**src/rtl/ex_forward_ctrl_if.sv**
```systemverilog
// ----------------------------------------------------------------------------
// ex_forward_ctrl_if
// Bundle between decode (master) and the execute-stage forwarding/hazard
// controller (slave).
//   issue*        : decode instruction fields (valid, operands, destination)
//   flush, holdIn : squash request and global pipeline freeze
//   stall         : combinational load-use stall back to decode/fetch
//   selectSrc/Dst : registered operand mux codes for the instruction in EX
//   stallCount    : saturating count of load-use stall cycles
//   wbSlot        : {valid, writes, isLoad, rd} of the WB slot, for observation
// ----------------------------------------------------------------------------
interface ex_forward_ctrl_if #(
   parameter int REG_AW = 3,
   parameter int CNT_W  = 16
);
   logic              issueValid;
   logic [REG_AW-1:0] issueSrc;
   logic [REG_AW-1:0] issueDst;
   logic              issueUseSrc;
   logic              issueImmOrReg;
   logic              issueWrites;
   logic [REG_AW-1:0] issueRd;
   logic              issueIsLoad;
   logic              flush;
   logic              holdIn;
   logic              stall;
   logic [1:0]        selectSrc;
   logic [1:0]        selectDst;
   logic [CNT_W-1:0]  stallCount;
   logic [REG_AW+2:0] wbSlot;

   modport master (
      output issueValid, issueSrc, issueDst, issueUseSrc, issueImmOrReg,
             issueWrites, issueRd, issueIsLoad, flush, holdIn,
      input  stall, selectSrc, selectDst, stallCount, wbSlot
   );

   modport slave (
      input  issueValid, issueSrc, issueDst, issueUseSrc, issueImmOrReg,
             issueWrites, issueRd, issueIsLoad, flush, holdIn,
      output stall, selectSrc, selectDst, stallCount, wbSlot
   );
endinterface

```
**src/rtl/ex_forward_ctrl.sv**
```systemverilog
// ----------------------------------------------------------------------------
// ex_forward_ctrl
// Hazard and operand-forwarding controller for the execute-stage ALU. Shadows
// the destination tags of the instructions in EX, MEM and WB, registers the
// operand mux codes for the next instruction entering EX, and inserts one
// bubble on a load-use hazard.
// Ports:
//   clk   : clock, all state on the rising edge
//   rst_n : asynchronous active-low reset
//   bus   : ex_forward_ctrl_if slave (issue fields, flush/holdIn in;
//           stall, selectSrc, selectDst, stallCount, wbSlot out)
// Mux codes: 00 register file/immediate, 01 EX/MEM result, 10 MEM/WB result.
// ----------------------------------------------------------------------------
module ex_forward_ctrl #(
   parameter int REG_AW = 3,
   parameter int CNT_W  = 16
) (
   input logic             clk,
   input logic             rst_n,
   ex_forward_ctrl_if.slave bus
);
   localparam logic [1:0] SEL_RF  = 2'b00;
   localparam logic [1:0] SEL_EX  = 2'b01;
   localparam logic [1:0] SEL_MEM = 2'b10;

   typedef struct packed {
      logic              valid;
      logic              writes;
      logic              is_load;
      logic [REG_AW-1:0] rd;
   } slot_t;

   slot_t             e_q, m_q, w_q;
   slot_t             e_d, m_d, w_d;
   slot_t             issue_slot;
   logic [1:0]        sel_src_q, sel_src_d;
   logic [1:0]        sel_dst_q, sel_dst_d;
   logic [CNT_W-1:0]  cnt_q, cnt_d;
   logic [1:0]        src_code, dst_code;
   logic              hazard, stall_c;

   function automatic logic fwd_match(input slot_t s, input logic [REG_AW-1:0] addr);
      return s.valid & s.writes & (s.rd == addr);
   endfunction

   // E is checked before M: it holds the youngest producer of the register.
   function automatic logic [1:0] fwd_code(input logic used, input logic [REG_AW-1:0] addr,
                                           input slot_t e, input slot_t m);
      logic [1:0] code;
      code = SEL_RF;
      if (used) begin
         if (fwd_match(e, addr))
            code = SEL_EX;
         else if (fwd_match(m, addr))
            code = SEL_MEM;
      end
      return code;
   endfunction

   always_comb begin
      src_code = fwd_code(bus.issueUseSrc, bus.issueSrc, e_q, m_q);
      dst_code = fwd_code(bus.issueImmOrReg, bus.issueDst, e_q, m_q);

      // A load in EX cannot forward until it leaves MEM, so a dependent
      // instruction must wait one cycle and then picks it up from M.
      hazard = bus.issueValid & e_q.valid & e_q.is_load & e_q.writes &
               ((bus.issueUseSrc   & (e_q.rd == bus.issueSrc)) |
                (bus.issueImmOrReg & (e_q.rd == bus.issueDst)));
      stall_c = hazard & ~bus.flush & ~bus.holdIn;

      issue_slot = '{valid:   bus.issueValid,
                     writes:  bus.issueWrites,
                     is_load: bus.issueIsLoad,
                     rd:      bus.issueRd};

      e_d       = e_q;
      m_d       = m_q;
      w_d       = w_q;
      sel_src_d = sel_src_q;
      sel_dst_d = sel_dst_q;
      cnt_d     = cnt_q;

      if (!bus.holdIn) begin
         m_d = e_q;
         w_d = m_q;
         if (bus.flush || stall_c) begin
            // Flush drops the decode instruction; stall inserts a bubble.
            e_d       = '0;
            sel_src_d = SEL_RF;
            sel_dst_d = SEL_RF;
            if (stall_c && (cnt_q != {CNT_W{1'b1}}))
               cnt_d = cnt_q + CNT_W'(1);
         end else begin
            e_d       = issue_slot;
            sel_src_d = bus.issueValid ? src_code : SEL_RF;
            sel_dst_d = bus.issueValid ? dst_code : SEL_RF;
         end
      end
   end

   always_ff @(posedge clk or negedge rst_n) begin
      if (!rst_n) begin
         e_q       <= '0;
         m_q       <= '0;
         w_q       <= '0;
         sel_src_q <= SEL_RF;
         sel_dst_q <= SEL_RF;
         cnt_q     <= '0;
      end else begin
         e_q       <= e_d;
         m_q       <= m_d;
         w_q       <= w_d;
         sel_src_q <= sel_src_d;
         sel_dst_q <= sel_dst_d;
         cnt_q     <= cnt_d;
      end
   end

   assign bus.stall      = stall_c;
   assign bus.selectSrc  = sel_src_q;
   assign bus.selectDst  = sel_dst_q;
   assign bus.stallCount = cnt_q;
   // WB does not feed forwarding (register file writes before it reads);
   // it is exported only so the pipeline tail can be observed.
   assign bus.wbSlot     = w_q;
endmodule

```
**src/flat_wrapper.sv**
```systemverilog
// flat-port wrapper written by rule: the top's interface ports become plain ports
module ex_forward_ctrl_flat 
#(
   parameter int REG_AW = 3,
   parameter int CNT_W  = 16
)
  (clk, rst_n, bus_issueValid, bus_issueSrc, bus_issueDst, bus_issueUseSrc, bus_issueImmOrReg, bus_issueWrites, bus_issueRd, bus_issueIsLoad, bus_flush, bus_holdIn, bus_stall, bus_selectSrc, bus_selectDst, bus_stallCount, bus_wbSlot);
  ex_forward_ctrl_if #(.REG_AW(REG_AW), .CNT_W(CNT_W)) bus_i ();
  input logic clk;
  input logic rst_n;
  input wire logic [$bits(bus_i.issueValid)-1:0] bus_issueValid;
  input wire logic [$bits(bus_i.issueSrc)-1:0] bus_issueSrc;
  input wire logic [$bits(bus_i.issueDst)-1:0] bus_issueDst;
  input wire logic [$bits(bus_i.issueUseSrc)-1:0] bus_issueUseSrc;
  input wire logic [$bits(bus_i.issueImmOrReg)-1:0] bus_issueImmOrReg;
  input wire logic [$bits(bus_i.issueWrites)-1:0] bus_issueWrites;
  input wire logic [$bits(bus_i.issueRd)-1:0] bus_issueRd;
  input wire logic [$bits(bus_i.issueIsLoad)-1:0] bus_issueIsLoad;
  input wire logic [$bits(bus_i.flush)-1:0] bus_flush;
  input wire logic [$bits(bus_i.holdIn)-1:0] bus_holdIn;
  output wire logic [$bits(bus_i.stall)-1:0] bus_stall;
  output wire logic [$bits(bus_i.selectSrc)-1:0] bus_selectSrc;
  output wire logic [$bits(bus_i.selectDst)-1:0] bus_selectDst;
  output wire logic [$bits(bus_i.stallCount)-1:0] bus_stallCount;
  output wire logic [$bits(bus_i.wbSlot)-1:0] bus_wbSlot;
  assign bus_i.issueValid = bus_issueValid;
  assign bus_i.issueSrc = bus_issueSrc;
  assign bus_i.issueDst = bus_issueDst;
  assign bus_i.issueUseSrc = bus_issueUseSrc;
  assign bus_i.issueImmOrReg = bus_issueImmOrReg;
  assign bus_i.issueWrites = bus_issueWrites;
  assign bus_i.issueRd = bus_issueRd;
  assign bus_i.issueIsLoad = bus_issueIsLoad;
  assign bus_i.flush = bus_flush;
  assign bus_i.holdIn = bus_holdIn;
  assign bus_stall = bus_i.stall;
  assign bus_selectSrc = bus_i.selectSrc;
  assign bus_selectDst = bus_i.selectDst;
  assign bus_stallCount = bus_i.stallCount;
  assign bus_wbSlot = bus_i.wbSlot;
  ex_forward_ctrl #(.REG_AW(REG_AW), .CNT_W(CNT_W)) u_core (.clk(clk), .rst_n(rst_n), .bus(bus_i));
endmodule
```
**config.mk**
```make
export PLATFORM = sky130hd
export DESIGN_NAME = ex_forward_ctrl_flat
export DESIGN_NICKNAME = d
export VERILOG_FILES = /design/src/rtl/ex_forward_ctrl_if.sv /design/src/rtl/ex_forward_ctrl.sv /design/src/flat_wrapper.sv
export SDC_FILE = /design/constraint.sdc
export NUM_CORES = 1
export LEC_CHECK = 0
export CAP_MARGIN = 20
export CORE_MARGIN = 3
export CORE_UTILIZATION = 40
export CTS_CLUSTER_DIAMETER = 40
export DETAILED_ROUTE_END_ITERATION = 12
export GPL_TIMING_DRIVEN = 1
export PLACE_DENSITY = 0.75
export SYNTH_ARGS = -nofsm -noshare
export SYNTH_HDL_FRONTEND = slang
export SYNTH_SLANG_ARGS = --single-unit
```
**constraint.sdc**
```tcl
create_clock -name clk -period 1.76 [get_ports clk]
set_clock_uncertainty 0.1 [all_clocks]
set_input_delay 0.176 -clock clk [delete_from_list [all_inputs] [get_ports clk]]
set_output_delay 0.176 -clock clk [all_outputs]
set_load 0.02 [all_outputs]
```
; Word-level counts from Yosys, hierarchy flattened
; Cells that the tools add are included.
[op_classes]
n_addsub = 1
n_eq_ne = 5
n_mux = 11
bitwise = 17
n_reduce_logical = 3
[ops]
columns = op, n
row1 = 2-bit 2-to-1 mux, 10
row2 = 16-bit by 1-bit adder with 16-bit output (second input constant), 1
row3 = 16-bit != test (second input constant), 1
row4 = 1-bit bitwise AND, 14
row5 = 3-bit equality test, 4
row6 = 6-bit 2-to-1 mux, 1
row7 = 3-bit AND reduction, 1
row8 = 1-bit inverter, 2
row9 = 1-bit logical AND, 1
row10 = 1-bit logical OR, 1
row11 = 1-bit bitwise OR, 1
[word_totals]
reg_bits = 38

; Logic depth before layout (Yosys ltp)
; Gate-level depths: netlist (run 1).
[depth]
depth_word = 8
depth_mapped = 8
mapped_depth_nobuf = 6

; Least setup slack after synthesis (run 1)
; Ideal clock, no wire load.
[synth_path]
path_kind = register to register
from = register u_core.cnt_q[0], in the netlist u_core.bus.stallCount[0]
to = register u_core.cnt_q[7], in the netlist u_core.bus.stallCount[7]
setup_ns = 0.131
arrival_time_ns = 1.589
required_time_ns = 1.529
slack_ns = -0.059
path_stages_with_launch = 7
synth_period_minus_slack_ns = 1.819
path_cell_list = dfrtp_1 -> ha_1 -> and3_1 -> and3_1 -> a21oi_1 -> nand4_1 -> xnor2_1
[synth_via]
elab_chain_len = 3
[synth_lines]
columns = element, line
row1 = "start, declared", ex_forward_ctrl.sv:38  ; logic [CNT_W-1:0] cnt_q, cnt_d;
row2 = "start signal, assigned", ex_forward_ctrl.sv:115  ; cnt_q <= cnt_d;
row3 = "parallel branches: the longest is 3 deep, another holds 16-bit by 1-bit adder with 16-bit output", -
; Parallel ways; which one is timed is not known.
; A chain may end at the register's enable or synchronous reset.

; Worst setup path after layout (run 1)
[layout_path]
from = register u_core.e_q[1] in the netlist's numbering
to = output port bus_stall
[layout_via]
elab_chain_len = 6
[layout_lines]
columns = element, line
row1 = "start, declared", ex_forward_ctrl.sv:33  ; slot_t e_q, m_q, w_q;
row2 = "start signal, assigned", ex_forward_ctrl.sv:103  ; e_q <= '0;
row3 = "start signal, assigned", ex_forward_ctrl.sv:110  ; e_q <= e_d;
row4 = "3-bit equality test, on equally long branches", "ex_forward_ctrl.sv:67, ex_forward_ctrl.sv:68"
row5 = "1-bit bitwise AND, on equally long branches", "ex_forward_ctrl.sv:67, ex_forward_ctrl.sv:68"
row6 = 1-bit bitwise OR *, ex_forward_ctrl.sv:67  ; ((bus.issueUseSrc & (e_q.rd == bus.issueSrc)) |
row7 = 1-bit bitwise AND *, ex_forward_ctrl.sv:66  ; hazard = bus.issueValid & e_q.valid & e_q.is_load & e_q.writes &
row8 = 1-bit bitwise AND * (2 in series), ex_forward_ctrl.sv:69  ; stall_c = hazard & ~bus.flush & ~bus.holdIn;
row9 = "end, declared", flat_wrapper.sv:21  ; output wire logic [$bits(bus_i.stall)-1:0] bus_stall;
; Every way passes the cells marked *; elsewhere a longest branch is shown, timed or not.

==> flow_summary.ini, run 1 <==
[cells_and_area]
antennaDiodeCount = 0
fin_util_pct = 63.3
fillers = 344
final_cell_mix = clkdlybuf4s50_1 (41), buf_4 (33), dfrtp_1 (32)
multi_input_area_um2 = 958
layout_commonest_cell = clkdlybuf4s50_1
fin_area_um2 = 2790
register_area_um2 = 958
area_growth_pct = 51.3
layout-drive-gt1-share_pct = 35.4
fin_nets = 261

[synth]
synth_simple_gate_area_share_pct = 18.4
syn_inst = 160
synthXorXnorAreaFrac_pct = 12.3
yosysSeqAreaShare_pct = 51.5
async_reset_ff_share_pct = 100
synth_top_family_by_area = simple AND/OR/NAND/NOR gates
ys_seq_elements = 38
ys.flop_type = dfrtp_1
synth.mux.area_fraction_pct = 8.95
syn_area_per_cell_um2 = 11.5
yosysWarnings = 0
synth_compound_area_share_pct = 5.90
syn_area_um2 = 1850
synth-adder-area-share_pct = 0.678
synth_edf_count = 0
syn-num-nets = 179
ys_types = 29

[grt]
grt_use_met3_pct = 3.56
use_met1_pct = 21.8
grt_pass1_vias = 1436
met2_usage_pct = 25.2
antenna_found_initial = 0
grt_pass1_wl_um = 6730
grtUsageTotal_pct = 16.2
top_usage_layer = met2
grt_overflow = 0
grt_max_degree = 28

[setup_path]
cp_top_family = flip-flops
cp_max_fo = 3
critPathRequiredTime_ns = 1.48
cp_cell_sequence = xnor2_2 > nand4_1 > a21oi_2 > buf_4 > buf_6
crit_path_top_delay_cell = dfrtp_2
critPathBufInv = 2
path_class = flip-flop to output pin
critPathCaptureType = output pin
crit_arrival_ns = 1.52
slowest_delay_ns = 0.46
start_kind = flip-flop

[run]
cap_viol_max_count = 0

[sta]
slew_violations = 0
timing.final.crit_share_pct = 102
layout_setup_ws_ns = -0.0375
period_needed_ns = 1.80
finalHoldViolations = 0
worst_slew_pin_slew_ns = 0.512
setup_viol = 5
slew_headroom_pct = 65.9
rsz0062_at_grt = true
fmax_mhz = 556

[cts]
clk-insertion-delay-late_ns = 0.29
cts-htree-levels = 2
cts_root_buf = clkbuf_8
cts.sinks = 38
clock_path_buffers = 2
clkTransAtPathRegs_ns = 0.08
cts_made_buffers = 5
cts_tree = built

[placed_design]
place_ws_ns = -0.390
numPortBuffers = 44
dp_hpwl_um = 3100
dpl-instance-area_um2 = 2530
gp_congestion = 0.794

[worst_hold_path]
min_path_type = input port to asynchronous set/reset pin

[die]
start_util_pct = 41.8
io_pins = 45
die_h_um = 73.9
core-area_um2 = 4410
dieWidth_um = 73.9
dieArea_um2 = 5460
row_count = 24

[route]
ant_nets = 0
dr_total_vias = 1481
drt-total-wl_um = 4120
via_per_inst = 5.02
dr.pass1.iters = 4
first_iter_violations = 74
drt-wirelength-per-cell_um = 14.0
drcViolationCount = 0

[run_status]
failed_checks = negative setup slack
outcome = complete, but fails checks

[pwr]
p_per_area_nw_per_um2 = 665
p_leak_nw = 1.26
peakVddDrop_uv = 403
## where the power goes
| part | leakage (nW) | total, mW | switching [mW] | internal, mW |
|---|---|---|---|---|
| logic | 0.705 | 0.291 | 0.120 | 0.171 |
| registers | 0.505 | 0.961 | 0.0409 | 0.920 |
| clock network | 0.0482 | 0.605 | 0.289 | 0.316 |
## what timing repair did
action | 4_1_cts | 5_1_grt
setup buffers | 3 | 4
hold endpoints to repair | 21 | 0
hold buffers | 1 | 0
setup endpoints to repair | 18 | 25
resized for setup | 10 | 17
pin swaps | 8 | 11
## cell families (layout without fill, tap and decap cells)
logic type,after synthesis,after routing
AND/OR/NAND/NOR,62,62
XOR/XNOR,26,26
multiplexers,14,14
flip-flops,38,38
buffers and inverters,5,88
adder cells (fa/ha/maj),1,1
AO/OA/AOI/OAI,14,14
## through the flow
| stage | power [mW] | TNS (ns) | instances | hold slack [ns] |
|---|---|---|---|---|
| 6_report | 1.86 | -0.102 | 295 | 0.288 |
| 5_1_grt | 1.94 | -0.698 | 295 | 0.341 |
| 4_1_cts | 1.87 | -0.166 | 291 | 0.298 |
| 3_5_place_dp | 1.24 | -6.75 | 279 | 0.0743 |
| 3_3_place_gp | 1.24 | -7.23 | 279 | 0.0751 |
| 2_1_floorplan | 1.10 | 0 | 160 | -0.220 |
## registers in the layout (all words and copies together) (netlist names)
signal and flops:
u_core.bus.selectDst 2, u_core.bus.selectSrc 2, u_core.bus.stallCount 16, u_core.bus.wbSlot 6, u_core.e_q 6, u_core.m_q 6
## cell usage after synthesis (all sizes together) (4+ instances only)
master / n / area share [%]
a22o: 5 / 2.4
and3: 5 / 1.7
dfrtp: 38 / 52
mux2: 14 / 8.9
nand2: 14 / 3.0
nand3: 16 / 4.3
nand4: 6 / 2.4
nor2: 7 / 1.4
nor2b: 5 / 1.7
xnor2: 22 / 10
xor2: 4 / 1.9
## final cells by class
cell class,count,area share (%)
Sequential cell,38,34.3
Clock buffer,7,3.09
Clock inverter,1,0.179
Timing Repair Buffer,80,25.8
Multi-Input combinational cell,117,34.3
Tap cell,52,2.33
## path summary, 6_finish.rpt
check / start / endpoint / slack (ns) / cells past startpoint
worst max-delay path: u_core.e_q[1] / bus_stall / -0.04 / 5
worst min-delay path: rst_n / u_core.bus.selectSrc[1] / 0.29 / 2
worst max register to register: u_core.e_q[1] / u_core.bus.selectDst[0] / -0.03 / 6
worst min register to register: u_core.bus.selectDst[1] / u_core.bus.selectDst[1] / 0.39 / 2
max in group asynchronous: rst_n / u_core.m_q[2] / 0.74 / 3
min in group clk: u_core.bus.selectDst[1] / u_core.bus.selectDst[1] / 0.39 / 2
## layer usage
metal	vias to the layer above	part of all wire, %	wire length [um]
met4	0	1.3	55
li1	734	-	-
met3	6	3.8	155
met5	-	0	0
met2	27	49	2030
met1	714	46	1890
Power figures use the tool's default switching activity.
==> run 2, diff against run 1 <==
Settings changed: CAP_MARGIN 20 to 15.
==> results of run 2 <==
Final layout, timing and power as in run 1 (identical DEF).
==> run 3, diff against run 2 <==
Settings changed: SLEW_MARGIN set to 20.
==> results of run 3 <==
Final layout, timing and power as in run 1 (identical DEF).
